## src/rtl/cim_pkg.sv

```systemverilog
// Shared sizes and controller state encoding for the CIM job sequencer.
package cim_pkg;

  localparam int unsigned N_LANE = 32;
  localparam int unsigned W_BITS = 4;
  localparam int unsigned OFM_W  = 13;
  localparam int unsigned VEC_W  = N_LANE * W_BITS;

  typedef enum logic [2:0] {
    StIdle,
    StLoad,
    StGap,
    StStream,
    StDrain
  } state_e;

endpackage

```

## src/rtl/cim_res_fifo.sv

```systemverilog
// Result FIFO between the CIM output and the downstream result stream.
module cim_res_fifo #(
  parameter int unsigned Width = 13,
  parameter int unsigned Depth = 4,
  localparam int unsigned AddrW = (Depth > 1) ? $clog2(Depth) : 1,
  localparam int unsigned CntW  = $clog2(Depth + 1)
) (
  input  logic             clk_i,
  input  logic             rst_ni,
  input  logic             push_i,
  input  logic [Width-1:0] wdata_i,
  input  logic             pop_i,
  output logic [Width-1:0] rdata_o,
  output logic             empty_o,
  output logic [CntW-1:0]  count_o
);

  logic [Width-1:0] mem_q [Depth];
  logic [AddrW-1:0] wr_ptr_q, rd_ptr_q;
  logic [CntW-1:0]  count_q;
  logic             full, do_push, do_pop;

  assign empty_o = (count_q == '0);
  assign full    = (count_q == CntW'(Depth));
  assign do_push = push_i && !full;
  assign do_pop  = pop_i && !empty_o;
  assign count_o = count_q;
  assign rdata_o = mem_q[rd_ptr_q];

  // Depth is a power of two, so pointers wrap naturally.
  always_ff @(posedge clk_i or negedge rst_ni) begin
    if (!rst_ni) begin
      wr_ptr_q <= '0;
      rd_ptr_q <= '0;
      count_q  <= '0;
    end else begin
      if (do_push) wr_ptr_q <= wr_ptr_q + 1'b1;
      if (do_pop)  rd_ptr_q <= rd_ptr_q + 1'b1;
      case ({do_push, do_pop})
        2'b10:   count_q <= count_q + 1'b1;
        2'b01:   count_q <= count_q - 1'b1;
        default: count_q <= count_q;
      endcase
    end
  end

  always_ff @(posedge clk_i) begin
    if (do_push) mem_q[wr_ptr_q] <= wdata_i;
  end

endmodule

```

## src/rtl/cim_job_ctrl.sv

```systemverilog
// Job sequencer for the CIM macro: weight load, settle gap, credit-limited
// IFM streaming and result buffering with last tagging.
module cim_job_ctrl
  import cim_pkg::*;
#(
  parameter int unsigned CIM_LAT  = 1,
  parameter int unsigned RF_DEPTH = 4,
  parameter int unsigned LEN_W    = 8
) (
  input  logic             clk,
  input  logic             rst_n,
  input  logic             cfg_valid,
  output logic             cfg_ready,
  input  logic [VEC_W-1:0] cfg_weight,
  input  logic [LEN_W-1:0] cfg_len,
  input  logic             ifm_valid,
  output logic             ifm_ready,
  input  logic [VEC_W-1:0] ifm_data,
  output logic             cim_weight_valid,
  output logic [VEC_W-1:0] cim_Weight,
  output logic             cim_in_valid,
  output logic [VEC_W-1:0] cim_IFM,
  input  logic             cim_out_valid,
  input  logic [OFM_W-1:0] cim_OFM,
  output logic             res_valid,
  input  logic             res_ready,
  output logic [OFM_W-1:0] res_data,
  output logic             res_last,
  output logic             busy,
  output logic             done,
  output logic             err
);

  localparam int unsigned CNT_W = $clog2(RF_DEPTH + 1);
  localparam int unsigned SUM_W = CNT_W + 1;

  if (RF_DEPTH < CIM_LAT + 1) begin : g_depth_check
    $error("RF_DEPTH must cover the CIM pipeline plus one result");
  end

  state_e           state_q, state_d;
  logic [VEC_W-1:0] weight_q, ifm_q;
  logic             in_valid_q, err_q;
  logic [LEN_W-1:0] len_rem_q, len_rem_d, res_rem_q, res_rem_d;
  logic [CNT_W-1:0] inflight_q, inflight_d, fifo_count;
  logic [SUM_W-1:0] occupancy;
  logic [OFM_W-1:0] fifo_head;
  logic             fifo_empty, cfg_hs, ifm_hs, res_hs, ret_ok, ret_bad;

  // Credit: in-flight vectors plus buffered results never exceed the FIFO.
  assign occupancy = SUM_W'(inflight_q) + SUM_W'(fifo_count);

  assign cfg_ready = (state_q == StIdle);
  assign ifm_ready = (state_q == StStream) && (occupancy < SUM_W'(RF_DEPTH));
  assign cfg_hs    = cfg_valid && cfg_ready;
  assign ifm_hs    = ifm_valid && ifm_ready;
  assign ret_ok    = cim_out_valid && (inflight_q != '0);
  assign ret_bad   = cim_out_valid && (inflight_q == '0);

  assign res_valid = !fifo_empty;
  assign res_data  = res_valid ? fifo_head : '0;
  assign res_last  = res_valid && (res_rem_q == LEN_W'(1));
  assign res_hs    = res_valid && res_ready;

  assign cim_weight_valid = (state_q == StLoad);
  assign cim_Weight       = weight_q;
  assign cim_in_valid     = in_valid_q;
  assign cim_IFM          = ifm_q;
  assign busy             = (state_q != StIdle);
  assign err              = err_q;

  always_comb begin
    state_d   = state_q;
    len_rem_d = len_rem_q;
    done      = 1'b0;
    case (state_q)
      StIdle:  if (cfg_valid) state_d = StLoad;
      StLoad:  state_d = StGap;
      StGap:   state_d = (len_rem_q == '0) ? StDrain : StStream;
      StStream: begin
        if (ifm_hs) begin
          len_rem_d = len_rem_q - 1'b1;
          if (len_rem_q == LEN_W'(1)) state_d = StDrain;
        end
      end
      StDrain: begin
        if (res_rem_q == '0) begin
          state_d = StIdle;
          done    = 1'b1;
        end
      end
      default: state_d = StIdle;
    endcase
    if (cfg_hs) len_rem_d = cfg_len;
  end

  always_comb begin
    res_rem_d = res_rem_q;
    if (cfg_hs) begin
      res_rem_d = cfg_len;
    end else if (res_hs && (res_rem_q != '0)) begin
      res_rem_d = res_rem_q - 1'b1;
    end
    inflight_d = inflight_q;
    case ({ifm_hs, ret_ok})
      2'b10:   inflight_d = inflight_q + 1'b1;
      2'b01:   inflight_d = inflight_q - 1'b1;
      default: inflight_d = inflight_q;
    endcase
  end

  always_ff @(posedge clk or negedge rst_n) begin
    if (!rst_n) begin
      state_q    <= StIdle;
      weight_q   <= '0;
      ifm_q      <= '0;
      in_valid_q <= 1'b0;
      len_rem_q  <= '0;
      res_rem_q  <= '0;
      inflight_q <= '0;
      err_q      <= 1'b0;
    end else begin
      state_q    <= state_d;
      len_rem_q  <= len_rem_d;
      res_rem_q  <= res_rem_d;
      inflight_q <= inflight_d;
      in_valid_q <= ifm_hs;
      err_q      <= err_q | ret_bad;
      if (cfg_hs) weight_q <= cfg_weight;
      if (ifm_hs) ifm_q <= ifm_data;
    end
  end

  cim_res_fifo #(
    .Width(OFM_W),
    .Depth(RF_DEPTH)
  ) u_res_fifo (
    .clk_i  (clk),
    .rst_ni (rst_n),
    .push_i (ret_ok),
    .wdata_i(cim_OFM),
    .pop_i  (res_hs),
    .rdata_o(fifo_head),
    .empty_o(fifo_empty),
    .count_o(fifo_count)
  );

endmodule

```

## config.mk

```make
export PLATFORM = sky130hd
export DESIGN_NAME = cim_job_ctrl
export DESIGN_NICKNAME = d
export VERILOG_FILES = /design/src/rtl/cim_pkg.sv /design/src/rtl/cim_res_fifo.sv /design/src/rtl/cim_job_ctrl.sv
export SDC_FILE = /design/constraint.sdc
export NUM_CORES = 1
export LEC_CHECK = 0
export ABC_AREA = 1
export BUFFER_PORTS_ARGS = -buffer_cell sky130_fd_sc_hd__buf_2
export CAP_MARGIN = 30
export CORE_AREA = 5 5 214 216
export CTS_BUF_LIST = sky130_fd_sc_hd__clkbuf_16
export DETAILED_ROUTE_END_ITERATION = 8
export DIE_AREA = 0 0 219 221
export GPL_TIMING_DRIVEN = 0
export PLACE_DENSITY = 0.53
export SLEW_MARGIN = 10
export SYNTH_ARGS = -nofsm -noshare
export SYNTH_HDL_FRONTEND = slang
export SYNTH_SLANG_ARGS = --single-unit
```

## constraint.sdc

```tcl
create_clock -name clk -period 2.8 [get_ports clk]
set_clock_uncertainty 0.15 [all_clocks]
set_input_delay 0.14 -clock clk [delete_from_list [all_inputs] [get_ports clk]]
set_output_delay 0.14 -clock clk [all_outputs]
set_load 0.005 [all_outputs]
```

==> results of run 1 <==
## path summary, 6_finish.rpt
kind                                                     from                        end  slack (ns)  depth (start not counted)
max                        u_res_fifo.rd_ptr_q[0]$_DFFE_PN0P_                res_data[8]        0.25                          7
min                                                     rst_n    cim_IFM[90]$_DFFE_PN0P_        0.09                          3
max reg2reg                            state_q[1]$_DFFE_PN0P_   res_rem_q[6]$_DFFE_PN0P_        0.26                          9
min reg2reg                                     err$_DFF_PN0_              err$_DFF_PN0_        0.31                          1
max in group asynchronous                               rst_n  cim_Weight[5]$_DFFE_PN0P_        1.47                          4
min in group clk                                 ifm_data[55]    cim_IFM[55]$_DFFE_PN0P_        0.17                          4
## cell usage after synthesis (4+ instances only)
cell type | number | share of area
xor2_1 | 5 | 0.0032
edfxtp_1 | 52 | 0.11
buf_2 | 35 | 0.013
nor2_1 | 87 | 0.024
buf_4 | 9 | 0.0050
nand2_1 | 850 | 0.23
clkbuf_1 | 21 | 0.0058
nand3_1 | 24 | 0.0088
a21oi_1 | 20 | 0.0074
dfrtp_1 | 287 | 0.53
o21ai_0 | 43 | 0.016
nand4_1 | 4 | 0.0018
inv_1 | 41 | 0.011
ha_1 | 14 | 0.013
## through the flow
step | utilization | hold slack, ns
after global routing | 0.493 | 0.119
after floorplan | - | -0.306
after CTS | 0.492 | 0.0795
after detailed placement | 0.395 | -0.233
after global placement | 0.392 | 0.184
final | 0.493 | 0.0914
## cell type report
| class | count | area share |
|---|---|---|
| diodes | 1 | 0.000116 |
| plain buffers | 66 | 0.0151 |
| clock buffers | 43 | 0.0499 |
| clock inverters | 30 | 0.0166 |
| inverters | 42 | 0.00749 |
| multi-input cells | 1069 | 0.204 |
| flip-flops and latches | 339 | 0.406 |
| well taps | 592 | 0.0344 |
| repair buffers | 848 | 0.267 |
## layout by cell type, fill, tap and decap left out, types with 6 or more instances in the layout
cell type	netlist	layout
nand2_1	850	850
buf_2	35	594
dfrtp_1	287	287
dlygate4sd3_1	0	284
nor2_1	87	84
edfxtp_1	52	52
inv_1	41	46
o21ai_0	43	43
clkbuf_16	0	43
nand3_1	24	24
clkbuf_1	21	21
a21oi_1	20	20
ha_1	14	14
buf_4	9	10
bufinv_16	0	8
clkinv_2	0	6
## per-layer routing
layer	GRT usage	wire [microns]
met5	0	31
met4	0.0883	2180
met3	0.0631	4230
met2	0.343	24100
met1	0.238	19600
## kinds of logic (layout without fill, tap and decap cells)
family / after synthesis / after routing / share of synthesized area
AOI/OAI and AO/OA: 70 / 70 / 0.0266
xor gates and xnor gates: 8 / 8 / 0.00515
adders and majority gates: 16 / 16 / 0.0158
buffers and inverters: 109 / 1029 / 0.0357
DFF: 339 / 339 / 0.642
other: 0 / 1 / 0
and+or+nand+nor: 975 / 975 / 0.275
## report_power, final
part	total [mW]	switching (mW)	internal (mW)
registers	8.18	1.14	7.04
logic	7.80	4.54	3.25
clock network	5.66	2.14	3.52
total	21.6	7.82	13.8
## critical path: cells and delay by family, from the launching register on
| kind | cells | cell delay [ns] |
|---|---|---|
| buffers and inverters | 3 | 0.90 |
| DFF | 1 | 0.34 |
| AOI/OAI and AO/OA | 2 | 0.31 |
| and+or+nand+nor | 2 | 0.17 |
## flip-flops by register name, indices dropped and copies added, names as in the netlist
| name | cells |
|---|---|
| res_rem_q | 8 |
| err | 1 |
| inflight_q | 3 |
| len_rem_q | 8 |
| state_q | 3 |
| cim_Weight | 128 |
| u_res_fifo.mem_q | 52 |
| u_res_fifo.count_o | 3 |
| cim_in_valid | 1 |
| u_res_fifo.wr_ptr_q | 2 |
| cim_IFM | 128 |
| u_res_fifo.rd_ptr_q | 2 |
## what timing repair did
item | CTS | global route
endpoints found under the hold margin | 432 | 0
hold buffers | 284 | 0
gates resized for setup | 0 | 2
setup endpoints to repair | 1 | 2
==> impl_metrics.tcl, run 1 <==
set metrics [dict create \
    die_x_microns 219 \
    vias 13400 \
    path_cells "clkbuf_1, buf_2, nor2_1, nor2_1, o21ai_0, a21oi_1, buf_2" \
    p_leak_nw 11.6 \
    first_pass_iters 7 \
    drc 0 \
    clk_latency_ns 0.55 \
    max_slew_margin 0.452 \
    wl_microns 50100 \
    initial_utilization 0.311 \
    place_area_sq_mm 0.0173 \
    wl_per_cell_microns 16.6 \
    ys_ff_latch 339 \
    register_area_sq_mm 0.00874 \
    cp-start-kind "flip-flop" \
    tightest_slew_ns 0.821 \
    yosysWarnings 0 \
    cts_tree "done" \
    drtIter0Drc 837 \
    cts.sinks 339 \
    drive_gt1_frac 0.279 \
    setup_viol 0 \
    hpwl_microns 35700 \
    std_cell_rows 77 \
    min_path_type "primary input to async pin" \
    dp_cells 2673 \
    final_nets 2706 \
    min_period_over_period 0.910 \
    final.setup.tns_ns 0 \
    peakVddDrop_uv 460 \
    max_freq_mhz 393 \
    max_cap_viol_count 0 \
    synth.distinct_cells 28 \
    clockBufferDepth 3 \
    clkSlewWorstSetupHoldPaths_ns 0.06 \
    gr-total-overflow 0 \
    cp_slowest_stage_delay_ns 0.38 \
    grt_start_max_net_pins 104 \
    drv_slew 0 \
    portBuffers 560 \
    die_h_microns 221 \
    synth_edf_count 52 \
    synth_nets 1816 \
    synth-async-reset-ratio 0.847 \
    p_per_area_mw_per_mm2 1000 \
    multi_input_area_sq_mm 0.00440 \
    critPathRequiredTime_ns 2.51 \
    layout.cells.non_filler 3030 \
    rsz0062_at_grt "no" \
    syn_inst 1517 \
    antenna_found_initial 4 \
    grt_pass1_wl_microns 78500 \
    grt_use_total 0.203 \
    critPathCaptureType "primary output" \
    first_global_vias 14200 \
    vias_per_cell 4.42 \
    fp.coreArea_sq_mm 0.0437 \
    cts-root-buf "clkbuf_16" \
    dpl_worst_slack_ns -0.0991 \
    criticalPathCategory "flip-flop to primary output" \
    hold_viol 0 \
    avgSynthCellArea_sq_um 8.98 \
    fin_ws_ns 0.253 \
    htree_levels 2 \
    pin_count 561 \
    place_congestion 0.855 \
    fillers 4153 \
    arrival_ns 2.26 \
    cp_max_fo 10 \
    fin_crit_ns 2.55 \
    status "completed" \
    finalPower_mw 21.6 \
    synthToLayoutAreaGrowth_pct 58.3 \
    netlist_area_sq_mm 0.0136 \
    ys.flop_type "dfrtp_1" \
    ant_nets 0 \
    crit_slowest_cell "buf_2" \
    final_area_sq_mm 0.0216 \
    postCtsSetupBuffers 0 \
    synth_seq_area_share 0.642 \
    cts_buffers 41 \
    die-area_sq_mm 0.0484 \
]
(Power assumes the default switching activity.)
==> inputs of run 2 (changes only) <==
CAP_MARGIN = 40   (was 30)
CTS_BUF_LIST = unset   (was sky130_fd_sc_hd__clkbuf_16)
==> run 2 against run 1 <==
- maximum frequency about the same
- routed wire length decreased by 0.34%
- global-route usage about the same
- sequential share of layout area decreased by 0.082 points
- critical path depth unchanged
- combinational power about the same
- sequential power about the same
- first-iteration DRC count decreased by 3.3%
- final cell count about the same
- largest cell class unchanged
==> impl_metrics.tcl, run 2 (synthesis gave the netlist of run 1 again) <==
set metrics [dict create \
    status "completed" \
    grt_start_max_net_pins 104 \
    htree_levels 2 \
    gr-total-overflow 0 \
    first_pass_iters 5 \
    die-area_sq_mm 0.0484 \
    hpwl_microns 35700 \
    fin_ws_ns 0.254 \
    place_congestion 0.855 \
    portBuffers 560 \
    critPathCaptureType "primary output" \
    max_cap_viol_count 0 \
    cts.sinks 339 \
    synthToLayoutAreaGrowth_pct 58.6 \
    antenna_found_initial 4 \
    max_freq_mhz 393 \
    dpl_worst_slack_ns -0.0912 \
    wl_microns 50000 \
    drive_gt1_frac 0.281 \
    layout_common_cells "850 x nand2_1, 594 x buf_2, 287 x dfrtp_1, 285 x dlygate4sd3_1, 84 x nor2_1" \
    p_per_area_mw_per_mm2 1010 \
    peakVddDrop_uv 515 \
    cts-root-buf "clkbuf_16" \
    rsz0062_at_grt "no" \
    cp-start-kind "flip-flop" \
    drc 0 \
    first_global_vias 14000 \
    criticalPathCategory "flip-flop to primary output" \
    final_common_cell "nand2_1" \
    setup_viol 0 \
    clkSlewWorstSetupHoldPaths_ns 0.06 \
    pin_count 561 \
    grt_pass1_wl_microns 78200 \
    final_area_sq_mm 0.0216 \
    drtIter0Drc 809 \
    min_period_over_period 0.909 \
    vias_per_cell 4.40 \
    fin_crit_ns 2.55 \
    cts_tree "done" \
    clk_latency_ns 0.55 \
    final_nets 2706 \
    p_leak_nw 11.7 \
    std_cell_rows 77 \
    fp.coreArea_sq_mm 0.0437 \
    critPathRequiredTime_ns 2.51 \
    ant_nets 0 \
    die_h_microns 221 \
    worst_hold_slack_ns 0.0886 \
    cp_max_fo 10 \
    drv_slew 0 \
    die_x_microns 219 \
    initial_utilization 0.311 \
    clockBufferDepth 3 \
    max_slew_margin 0.445 \
    min_path_type "primary input to async pin" \
    grt_use_total 0.202 \
    place_area_sq_mm 0.0173 \
    arrival_ns 2.26 \
    tightest_slew_ns 0.831 \
    vias 13300 \
    cts_buffers 40 \
    hold_viol 0 \
    wl_per_cell_microns 16.5 \
]
-- run 2: changes by cell type in the layout (fill, tap and decap cells not counted), moves of 2 or more --
cell / before / now
clkbuf_8: 0 / 8
clkinv_1: 5 / 0
inv_1: 46 / 41
inv_6: 1 / 3
clkbuf_1: 21 / 26
clkbuf_16: 43 / 41
-- run 2: repair_timing --
| action | in CTS | in global routing |
|---|---|---|
| endpoints found under the setup margin | 1 | 1 |
| gates resized for setup | 0 | 1 |
| buffers inserted | 0 | 0 |
| hold buffers | 285 | 0 |
| endpoints found under the hold margin | 436 | 0 |
-- run 2: worst paths after layout --
kind / end / slack, ns / from / cells past startpoint
max: res_data[4] / 0.25 / u_res_fifo.rd_ptr_q[0]$_DFFE_PN0P_ / 7
min: cim_IFM[90]$_DFFE_PN0P_ / 0.09 / rst_n / 3
max reg2reg: res_rem_q[6]$_DFFE_PN0P_ / 0.27 / state_q[1]$_DFFE_PN0P_ / 9
min reg2reg: err$_DFF_PN0_ / 0.31 / err$_DFF_PN0_ / 1
max in group asynchronous: cim_Weight[18]$_DFFE_PN0P_ / 1.48 / rst_n / 4
min in group clk: cim_IFM[55]$_DFFE_PN0P_ / 0.17 / ifm_data[55] / 4
-- run 2: report_power, final --
group,internal [mW],switching (mW)
Combinational,3.27,4.54
Clock,3.64,2.14
Sequential,7.04,1.14
-- run 2: final cells by class --
cell class	instances	area (sq um)
plain buffers	66	325
fillers	4119	22100
repair buffers	849	5760
multi-input cells	1069	4400
inverters	42	158
diodes	2	5.00
clock buffers	54	1150
well taps	592	741
clock inverters	19	314
flip-flops and latches	339	8740
-- run 2: critical path: stages, from the launching register on --
cell	delay [ns]
dfrtp_1	0.34
clkbuf_1	0.38
buf_2	0.37
nor2_1	0.09
nor2_1	0.08
o21ai_0	0.09
a21oi_1	0.19
buf_2	0.17
-- run 2: metrics by stage --
| step | cells | power, mW | setup TNS [ns] | utilization |
|---|---|---|---|---|
| 2_1_floorplan | 1517 | 11.9 | 0 | - |
| 3_3_place_gp | 2669 | 15.6 | -1203.99 | 0.392 |
| 3_5_place_dp | 2673 | 15.7 | -0.0912 | 0.395 |
| 4_1_cts | 3030 | 22.0 | 0 | 0.493 |
| 5_1_grt | 3032 | 23.4 | 0 | 0.494 |
| 6_report | 3032 | 21.8 | 0 | 0.494 |
-- run 2: layer usage --
metal / global-route usage / up-vias / share of wire
met5: 0 / - / 0.00050
met2: 0.345 / 520 / 0.48
li1: - / 6463 / -
met3: 0.0548 / 113 / 0.076
met1: 0.243 / 6233 / 0.40
met4: 0.0804 / 4 / 0.039
